$ cat config.mk
export PLATFORM = sky130hd
export DESIGN_NAME = clb_cfg_loader
export DESIGN_NICKNAME = d
export VERILOG_FILES = /design/src/rtl/clb_cfg_loader.sv
export SDC_FILE = /design/constraint.sdc
export NUM_CORES = 1
export LEC_CHECK = 0
export CORE_UTILIZATION = 50
export DETAILED_ROUTE_END_ITERATION = 6
export PLACE_DENSITY = 0.72
export SYNTH_ARGS = -nofsm -noshare
export SYNTH_HDL_FRONTEND = slang
export SYNTH_SLANG_ARGS = --single-unit
export TNS_END_PERCENT = 30
$ cat constraint.sdc
create_clock -name K -period 2.4 [get_ports K]
set_input_delay 0.48 -clock K [delete_from_list [all_inputs] [get_ports K]]
set_output_delay 0.48 -clock K [all_outputs]
set_load 0.005 [all_outputs]
$ cat src/rtl/clb_cfg_loader.sv
// Serial configuration loader: frames a bitstream into per-CLB shadow words and
// commits them atomically to the CLB configuration bus on a clean stream.
module clb_cfg_loader #(
    parameter int NUM_CLB = 4,
    parameter int CFG_W   = 37
) (
    input  logic                       K,
    input  logic                       RSTN,
    input  logic                       DIN,
    input  logic                       DIN_VALID,
    output logic [NUM_CLB*CFG_W-1:0]   CFG_BUS,
    output logic                       CFG_LOAD,
    output logic                       CFG_DONE,
    output logic                       CFG_ERR,
    output logic                       BUSY
);

    localparam int BUS_W = NUM_CLB * CFG_W;
    localparam int CNT_W = $clog2(CFG_W + 1);

    localparam logic [CFG_W-1:0] DEF_WORD  = 37'h0380A80116;
    localparam logic [7:0]       PREAMBLE  = 8'hB2;
    localparam logic [3:0]       POSTAMBLE = 4'hA;
    localparam logic [7:0]       NUM_CLB_B = 8'(NUM_CLB);
    localparam logic [CNT_W-1:0] PAR_IDX   = CNT_W'(CFG_W);
    localparam logic [CNT_W-1:0] CNT_ZERO  = {CNT_W{1'b0}};
    localparam logic [CNT_W-1:0] CNT_ONE   = CNT_W'(1);

    typedef enum logic [2:0] {
        S_HUNT   = 3'd0,
        S_LEN    = 3'd1,
        S_DATA   = 3'd2,
        S_POST   = 3'd3,
        S_COMMIT = 3'd4,
        S_ERR    = 3'd5
    } state_t;

    // Even parity accumulates as a running XOR; a clean frame folds to zero.
    function automatic logic par_fold(input logic par, input logic bit_in);
        return par ^ bit_in;
    endfunction

    state_t             state_q, state_d;
    logic [7:0]         sr_q, sr_d;
    logic [CNT_W-1:0]   cnt_q, cnt_d;
    logic [7:0]         frame_q, frame_d;
    logic [7:0]         len_q, len_d;
    logic               par_q, par_d;
    logic [BUS_W-1:0]   shadow_q, shadow_d;
    logic [BUS_W-1:0]   bus_q, bus_d;
    logic               load_q, load_d;
    logic               done_q, done_d;
    logic               err_q, err_d;
    logic               busy_q, busy_d;

    logic [7:0]         sr_shift_s;
    logic               shadow_cap_s;
    logic               shadow_wr_s;

    assign sr_shift_s = {sr_q[6:0], DIN};

    // Next-state and datapath control; every bit-consuming state freezes when DIN_VALID is low.
    always_comb begin
        state_d      = state_q;
        sr_d         = sr_q;
        cnt_d        = cnt_q;
        frame_d      = frame_q;
        len_d        = len_q;
        par_d        = par_q;
        bus_d        = bus_q;
        load_d       = 1'b0;
        done_d       = done_q;
        err_d        = err_q;
        shadow_cap_s = 1'b0;
        shadow_wr_s  = 1'b0;

        case (state_q)
            S_HUNT: begin
                if (DIN_VALID) begin
                    sr_d = sr_shift_s;
                    if (sr_shift_s == PREAMBLE) begin
                        shadow_cap_s = 1'b1;
                        done_d       = 1'b0;
                        err_d        = 1'b0;
                        cnt_d        = CNT_ZERO;
                        state_d      = S_LEN;
                    end else begin
                        state_d = S_HUNT;
                    end
                end else begin
                    state_d = S_HUNT;
                end
            end
            S_LEN: begin
                if (DIN_VALID) begin
                    sr_d = sr_shift_s;
                    if (cnt_q == CNT_W'(7)) begin
                        if ((sr_shift_s == 8'd0) || (sr_shift_s > NUM_CLB_B)) begin
                            state_d = S_ERR;
                        end else begin
                            len_d   = sr_shift_s;
                            frame_d = 8'd0;
                            cnt_d   = CNT_ZERO;
                            par_d   = 1'b0;
                            state_d = S_DATA;
                        end
                    end else begin
                        cnt_d = cnt_q + CNT_ONE;
                    end
                end else begin
                    state_d = S_LEN;
                end
            end
            S_DATA: begin
                if (DIN_VALID) begin
                    if (cnt_q != PAR_IDX) begin
                        shadow_wr_s = 1'b1;
                        par_d       = par_fold(par_q, DIN);
                        cnt_d       = cnt_q + CNT_ONE;
                    end else if (par_fold(par_q, DIN) != 1'b0) begin
                        state_d = S_ERR;
                    end else if (frame_q == (len_q - 8'd1)) begin
                        cnt_d   = CNT_ZERO;
                        state_d = S_POST;
                    end else begin
                        frame_d = frame_q + 8'd1;
                        cnt_d   = CNT_ZERO;
                        par_d   = 1'b0;
                    end
                end else begin
                    state_d = S_DATA;
                end
            end
            S_POST: begin
                if (DIN_VALID) begin
                    sr_d = sr_shift_s;
                    if (cnt_q == CNT_W'(3)) begin
                        if (sr_shift_s[3:0] == POSTAMBLE) begin
                            state_d = S_COMMIT;
                        end else begin
                            state_d = S_ERR;
                        end
                    end else begin
                        cnt_d = cnt_q + CNT_ONE;
                    end
                end else begin
                    state_d = S_POST;
                end
            end
            S_COMMIT: begin
                bus_d   = shadow_q;
                load_d  = 1'b1;
                done_d  = 1'b1;
                sr_d    = 8'h00;
                cnt_d   = CNT_ZERO;
                state_d = S_HUNT;
            end
            S_ERR: begin
                err_d   = 1'b1;
                sr_d    = 8'h00;
                cnt_d   = CNT_ZERO;
                state_d = S_HUNT;
            end
            default: begin
                sr_d    = 8'h00;
                cnt_d   = CNT_ZERO;
                state_d = S_HUNT;
            end
        endcase

        busy_d = (state_d != S_HUNT);
    end

    // Shadow word update: snapshot the live bus at the preamble, then overwrite one bit per data bit.
    always_comb begin
        shadow_d = shadow_q;
        if (shadow_cap_s) begin
            shadow_d = bus_q;
        end else if (shadow_wr_s) begin
            for (int i = 0; i < NUM_CLB; i++) begin
                for (int k = 0; k < CFG_W; k++) begin
                    if ((frame_q == 8'(i)) && (cnt_q == CNT_W'(k))) begin
                        shadow_d[i*CFG_W + k] = DIN;
                    end else begin
                        shadow_d[i*CFG_W + k] = shadow_q[i*CFG_W + k];
                    end
                end
            end
        end else begin
            shadow_d = shadow_q;
        end
    end

    // State and output registers with synchronous active-low reset.
    always_ff @(posedge K) begin
        if (!RSTN) begin
            state_q  <= S_HUNT;
            sr_q     <= 8'h00;
            cnt_q    <= CNT_ZERO;
            frame_q  <= 8'd0;
            len_q    <= 8'd0;
            par_q    <= 1'b0;
            shadow_q <= {BUS_W{1'b0}};
            bus_q    <= {NUM_CLB{DEF_WORD}};
            load_q   <= 1'b0;
            done_q   <= 1'b0;
            err_q    <= 1'b0;
            busy_q   <= 1'b0;
        end else begin
            state_q  <= state_d;
            sr_q     <= sr_d;
            cnt_q    <= cnt_d;
            frame_q  <= frame_d;
            len_q    <= len_d;
            par_q    <= par_d;
            shadow_q <= shadow_d;
            bus_q    <= bus_d;
            load_q   <= load_d;
            done_q   <= done_d;
            err_q    <= err_d;
            busy_q   <= busy_d;
        end
    end

    assign CFG_BUS  = bus_q;
    assign CFG_LOAD = load_q;
    assign CFG_DONE = done_q;
    assign CFG_ERR  = err_q;
    assign BUSY     = busy_q;

endmodule

# After elaboration in Yosys (flattened, before gate mapping)
# Index checks and enable logic that the tools add are counted.
[op_classes]
n_addsub = 3
mul = 0
n_div = 0
order_cmp = 1
eq_ne = 63
shifts = 0
mux = 203
bitwise = 3
reduce_logical = 462
[ops]
columns = ["cell", "n"]
rows = [
  ["nonzero test 2 bit", 152],
  ["AND reduction 2 bit", 149],
  ["2-to-1 mux 148 bit", 2],
  ["2-to-1 mux 1 bit", 166],
  ["logical AND 1 bit", 148],
  ["equality test 6 x 5 -> 1 bit, second input constant", 16],
  ["2-to-1 mux 6 bit", 10],
  ["2-to-1 mux 8 bit", 7],
  ["equality test 6 x 4 -> 1 bit, second input constant", 8],
  ["equality test 6 bit, second input constant", 5],
  ["2-to-1 mux 3 bit", 10],
  ["equality test 6 x 3 -> 1 bit, second input constant", 4],
  ["case mux 6 bit (4 select lines)", 1],
  ["inequality test 2 bit, second input constant", 11],
  ["equality test 8 x 2 -> 1 bit, second input constant", 2],
  ["zero test 8 bit", 2],
  ["case mux 8 bit (2 select lines)", 1],
  ["AND reduction 8 bit", 2],
  ["case mux 7 bit (2 select lines)", 1],
  ["equality test 6 x 2 -> 1 bit, second input constant", 2],
  ["case mux 3 bit (4 select lines)", 1],
  ["inequality test 3 bit, second input constant", 3],
  ["adder 8 x 1 -> 8 bit, second input constant", 1],
  ["equality test 8 x 1 -> 1 bit, second input constant", 1],
  ["24 further kinds", 30],
]
[word_totals]
reg_bits = 333
latch_bits = 0
ram_bits = 0
mem_bits_ro = 0
in_bits = 4
mem_count = 0

# Logic depth before layout (Yosys ltp)
# Gate-level depths: netlist of run 1.
[logic_depth]
word_depth = 8
mapped_depth = 10
ltp_nobuf = 9

# Least setup slack after synthesis of run 1
# Ideal clock, no wire load.
[synth_timing]
path_kind = "reg2reg"
startpoint = "register cnt_q[1]"
endpoint = "register cnt_q[5]"
setup_ns = 0.074
arrival_time_ns = 2.395
setup_slack_ns = -0.069
path_stages_with_launch = 11
n_path_buf = 1
synth_period_minus_slack_ns = 2.469
cell_sequence = "dfxtp_1 inv_1 ha_1 clkbuf_1 and3b_1 and2_1 a22o_1 a211o_4 nand2b_4 or4_1 o21ai_0"
[synth_via]
elab_chain_cells = 4
[synth_lines]
columns = ["item", "line_no", "text"]
rows = [
  ["start, declared", "45", "logic [CNT_W-1:0] cnt_q, cnt_d;"],
  ["start signal, assigned", "212", "cnt_q <= cnt_d;"],
  ["adder 6 x 1 -> 6 bit, or another cell as far along", "108, 119, 144", ""],
  ["2-to-1 mux 6 bit, on equally long branches", "137, 116, 97", ""],
  ["2-to-1 mux 6 bit, on equally long branches", "135, 115, 95", ""],
  ["case mux 6 bit (4 select lines)", "77", "case (state_q)"],
]
# Parallel ways exist; a longest one is shown, timed or not. The select of a mux whose other input is x is not followed.
# A chain may end at the register's enable or synchronous reset.

# Final worst setup path of run 1
[layout_timing]
startpoint = "register sr_q[6]"
endpoint = "register len_q[1]"
[layout_via]
elab_chain_cells = 4
[layout_lines]
columns = ["item", "line_no", "text"]
rows = [
  ["start, declared", "44", "logic [7:0] sr_q, sr_d;"],
  ["start signal, assigned", "211", "sr_q <= sr_d;"],
  ["greater-than comparator 8 x 3 -> 1 bit or zero test 8 bit (tied branches)", "98", "if ((sr_shift_s == 8'd0) || (sr_shift_s > NUM_CLB_B)) begin"],
  ["logical OR 1 bit (*)", "98", ""],
  ["NOT 1 bit (no line) (*)", "--", ""],
  ["AND reduction 4 bit (no line) (*)", "--", ""],
  ["end signal, assigned", "214", "len_q <= len_d;"],
  ["end, declared", "47", "logic [7:0] len_q, len_d;"],
]
# Mark *: on every way between the ends. The rest lies on a longest branch, timed or not.

==> results of run 1 <==
[layer usage]
layer	track usage, %	wire length (um)
met1	43.5	20100
met2	51.9	22100
met3	6.41	4630
met4	15.5	2140
met5	0	0
[registers in the layout, summed over array words and instances, names as in the netlist, 3 cells and up]
name      flops
state_q       3
len_q         8
cnt_q         6
shadow_q    148
frame_q       8
CFG_BUS     148
sr_q          7
[through the flow]
stage               utilization [%]  std cells  instance area (sq um)  setup TNS (ns)  hold slack [ns]
CTS                            66.6       2434                  18600         -0.0318            0.404
finish                         66.8       2436                  18700         -0.0139            0.430
detailed placement             61.9       2365                  17300          -41.94            0.441
floorplan                         -       1822                  14300               0            0.428
global route                   66.8       2436                  18700          -0.639            0.443
global placement               61.9       2365                  17300          -31.75            0.434
[power by group]
| group | total, mW | internal [mW] | switching, mW |
|---|---|---|---|
| sequential | 5.53 | 5.53 | 0.00319 |
| clock | 5.93 | 3.62 | 2.32 |
| combinational | 0.217 | 0.0572 | 0.160 |
| total | 11.7 | 9.20 | 2.48 |
[worst max-delay path, stage by stage (launching register included)]
cell      delay [ns]
dfxtp_2         0.33
or4_4           0.55
nor4b_4         0.33
buf_4           0.18
buf_4           0.10
nand4b_1        0.24
buf_4           0.24
buf_6           0.12
mux2i_1         0.15
nor2_1          0.05
[synthesized netlist by cell type, types with 14 or more instances]
cell type  count
clkbuf_1     134
dfxtp_1      333
o22ai_1       27
o211ai_1      39
nand3_1      101
buf_1         14
nand2_1      432
o21ai_0       35
a22oi_1       74
nor2_1        93
a32oi_1       22
a21oi_1      294
nor3_1        21
[cell families (layout without fill, tap and decap cells)]
logic type | after synthesis | count (layout)
AOI/OAI and AO/OA | 564 | 564
buffers and inverters | 172 | 408
muxes | 4 | 4
adders and majority gates | 9 | 9
and+or+nand+nor | 726 | 726
xor gates and xnor gates | 14 | 14
DFF | 333 | 333
[area by class of cell]
class | count | area (sq um)
flip-flops and latches | 333 | 6670
inverters | 13 | 53.8
fillers | 2320 | 9270
multi-input cells | 1317 | 7020
well taps | 378 | 473
repair buffers | 328 | 3170
clock inverters | 15 | 181
clock buffers | 52 | 1090
[path summary, 6_finish.rpt]
kind | depth (start not counted) | end | slack [ns]
setup / recovery | 9 | len_q[1] | -0.007
hold / removal | 2 | len_q[6] | 0.43
setup reg to reg | 9 | len_q[1] | -0.007
hold reg to reg | 2 | CFG_BUS[52] | 0.45
[repair_timing]
item,CTS,global route
pin swaps,3,8
resized for setup,6,14
setup buffers,2,2
endpoints found under the setup margin,4,19
cloned,0,0
hold buffers,0,0
==> results.md, run 1 <==
* Crit path kind: register to register
* Clock slew at reported path FFs at 0.06 ns
* All-layer global routing usage at 33.0%
* Starting DRT DRC Count at 1799
* Max_cap viols at 0
* Post-synth top flop: dfxtp_1
* Worst Setup End Kind: register
* Most common cell after layout, fill and taps aside: nand2_1
* Worst-margin pin slew at 0.950 ns
* Total gr overflow at 0
* Largest family of logic cells by synthesized area: compound AO/OA/AOI/OAI gates
* Slack of the critical path at -0.00744 ns
* I/O Buffers at 155
* Initial antenna violation count at 0
* Via count at ~15000
* Die span in x at about 170 um
* Final ANT Viol Nets at 0
* Total Nets Final at 2043
* Core Region at 27900 sq um
* Setup violation total in the final timing report at 2
* 1st-pass router iterations at 5
* CTS tree: done
* Site row count at between 60 and 70
* Synth area leader: dfxtp_1
* Syn_nets at roughly 1800
* Origin of the worst setup path: sr_q[6]
* Final Hold Violating Endpoints at 0
* Fmax at 415 MHz
* Hold crit path type: input pin to register
* Worst IR drop on VDD at 0.000458 V
* Die height at 171 um
* Total power at approximately 12 mW
* Die footprint at between 20000 and 30000 sq um
* Worst clock skew at roughly 0.026 ns
* Layout cell share with drive strength beyond 1 at around 14%
* Post-synthesis simple-gate area fraction at 22.3%
* Cell Area, Synth at 14300 sq um
* Post-synth EDFFs at 0
* Failing checks: setup timing
* Area delta synth->final at 30.8%
* Pwr Density at 626 nW/um^2
* Xor and xnor area share after synthesis at 0.859%
* Final-report max-slew violation count at 0
* Largest net degree at the start of global routing at 99
* Cts bufs inserted at 37
* Leakage at ~6.6 nW
* Commonest non-fill, non-tap cells in the layout: 428 x nand2_1, 328 x dfxtp_1, 292 x a21oi_1
* Area contributors post-synth: dfxtp_1 47%, nand2_1 11%, a21oi_1 10%
* RD Place Congestion at 0.928
* Sequential area share after synthesis at 46.7%
* First-pass GRT wire length at ~76000 um
* Final worst path period share at 100%
* H-tree levels at 2
* Adder-cell share of the synthesized area at 0.789%
* Area fraction of the dominant cell type after synthesis at 46.7%
* RSZ-0062 raised after global routing: true
* Hpwl dp at 32300 um
* Worst Path Max Fanout at 7
* Vias in the first global route at 13900
* Post-synthesis compound-gate area fraction at 24.5%
* Routed WL per cell at roughly 20 um
* RR Startpoint: sr_q[6]
* Clock Latency Late Sink at 0.53 ns
* Starting density of the core at approximately 51%
* Antenna cell count at 0
* Worst Path Required at approximately 2.8 ns
* Vias/cell at between 6 and 7
* Relative slew slack at 36.7%
* Yosys cell types at 66
* Clock Tree Buf Depth at 3
* Post-synthesis mux area share at 0.298%
* Average size of a mapped cell at 7.83 sq um
* Startpoint types: register
* Root Driver: clkbuf_16
* Hold path startpoint: RSTN
* Final min period at 2.41 ns
* # IOs at between 150 and 200
* Dpl ws at -0.549 ns
* Synth Register Bits at between 300 and 400
* Share of flip-flops with an asynchronous set or reset at 0%
* Drt total wl at between 40000 and 50000 um
* Status: finished, violations left
* CTS sink cnt at between 300 and 400
* Worst path arrival time at between 2 and 3 ns
* Post-Syn Instances at 1822
* DRC at 0
* Warnings from Yosys at 0
No activity file was read; power rests on OpenSTA's default activity.
==> run 2, diff against run 1 <==
HOLD_SLACK_MARGIN = 0.12   (was default)
==> results of run 2 <==
Final layout, timing and power as in run 1 (identical DEF).
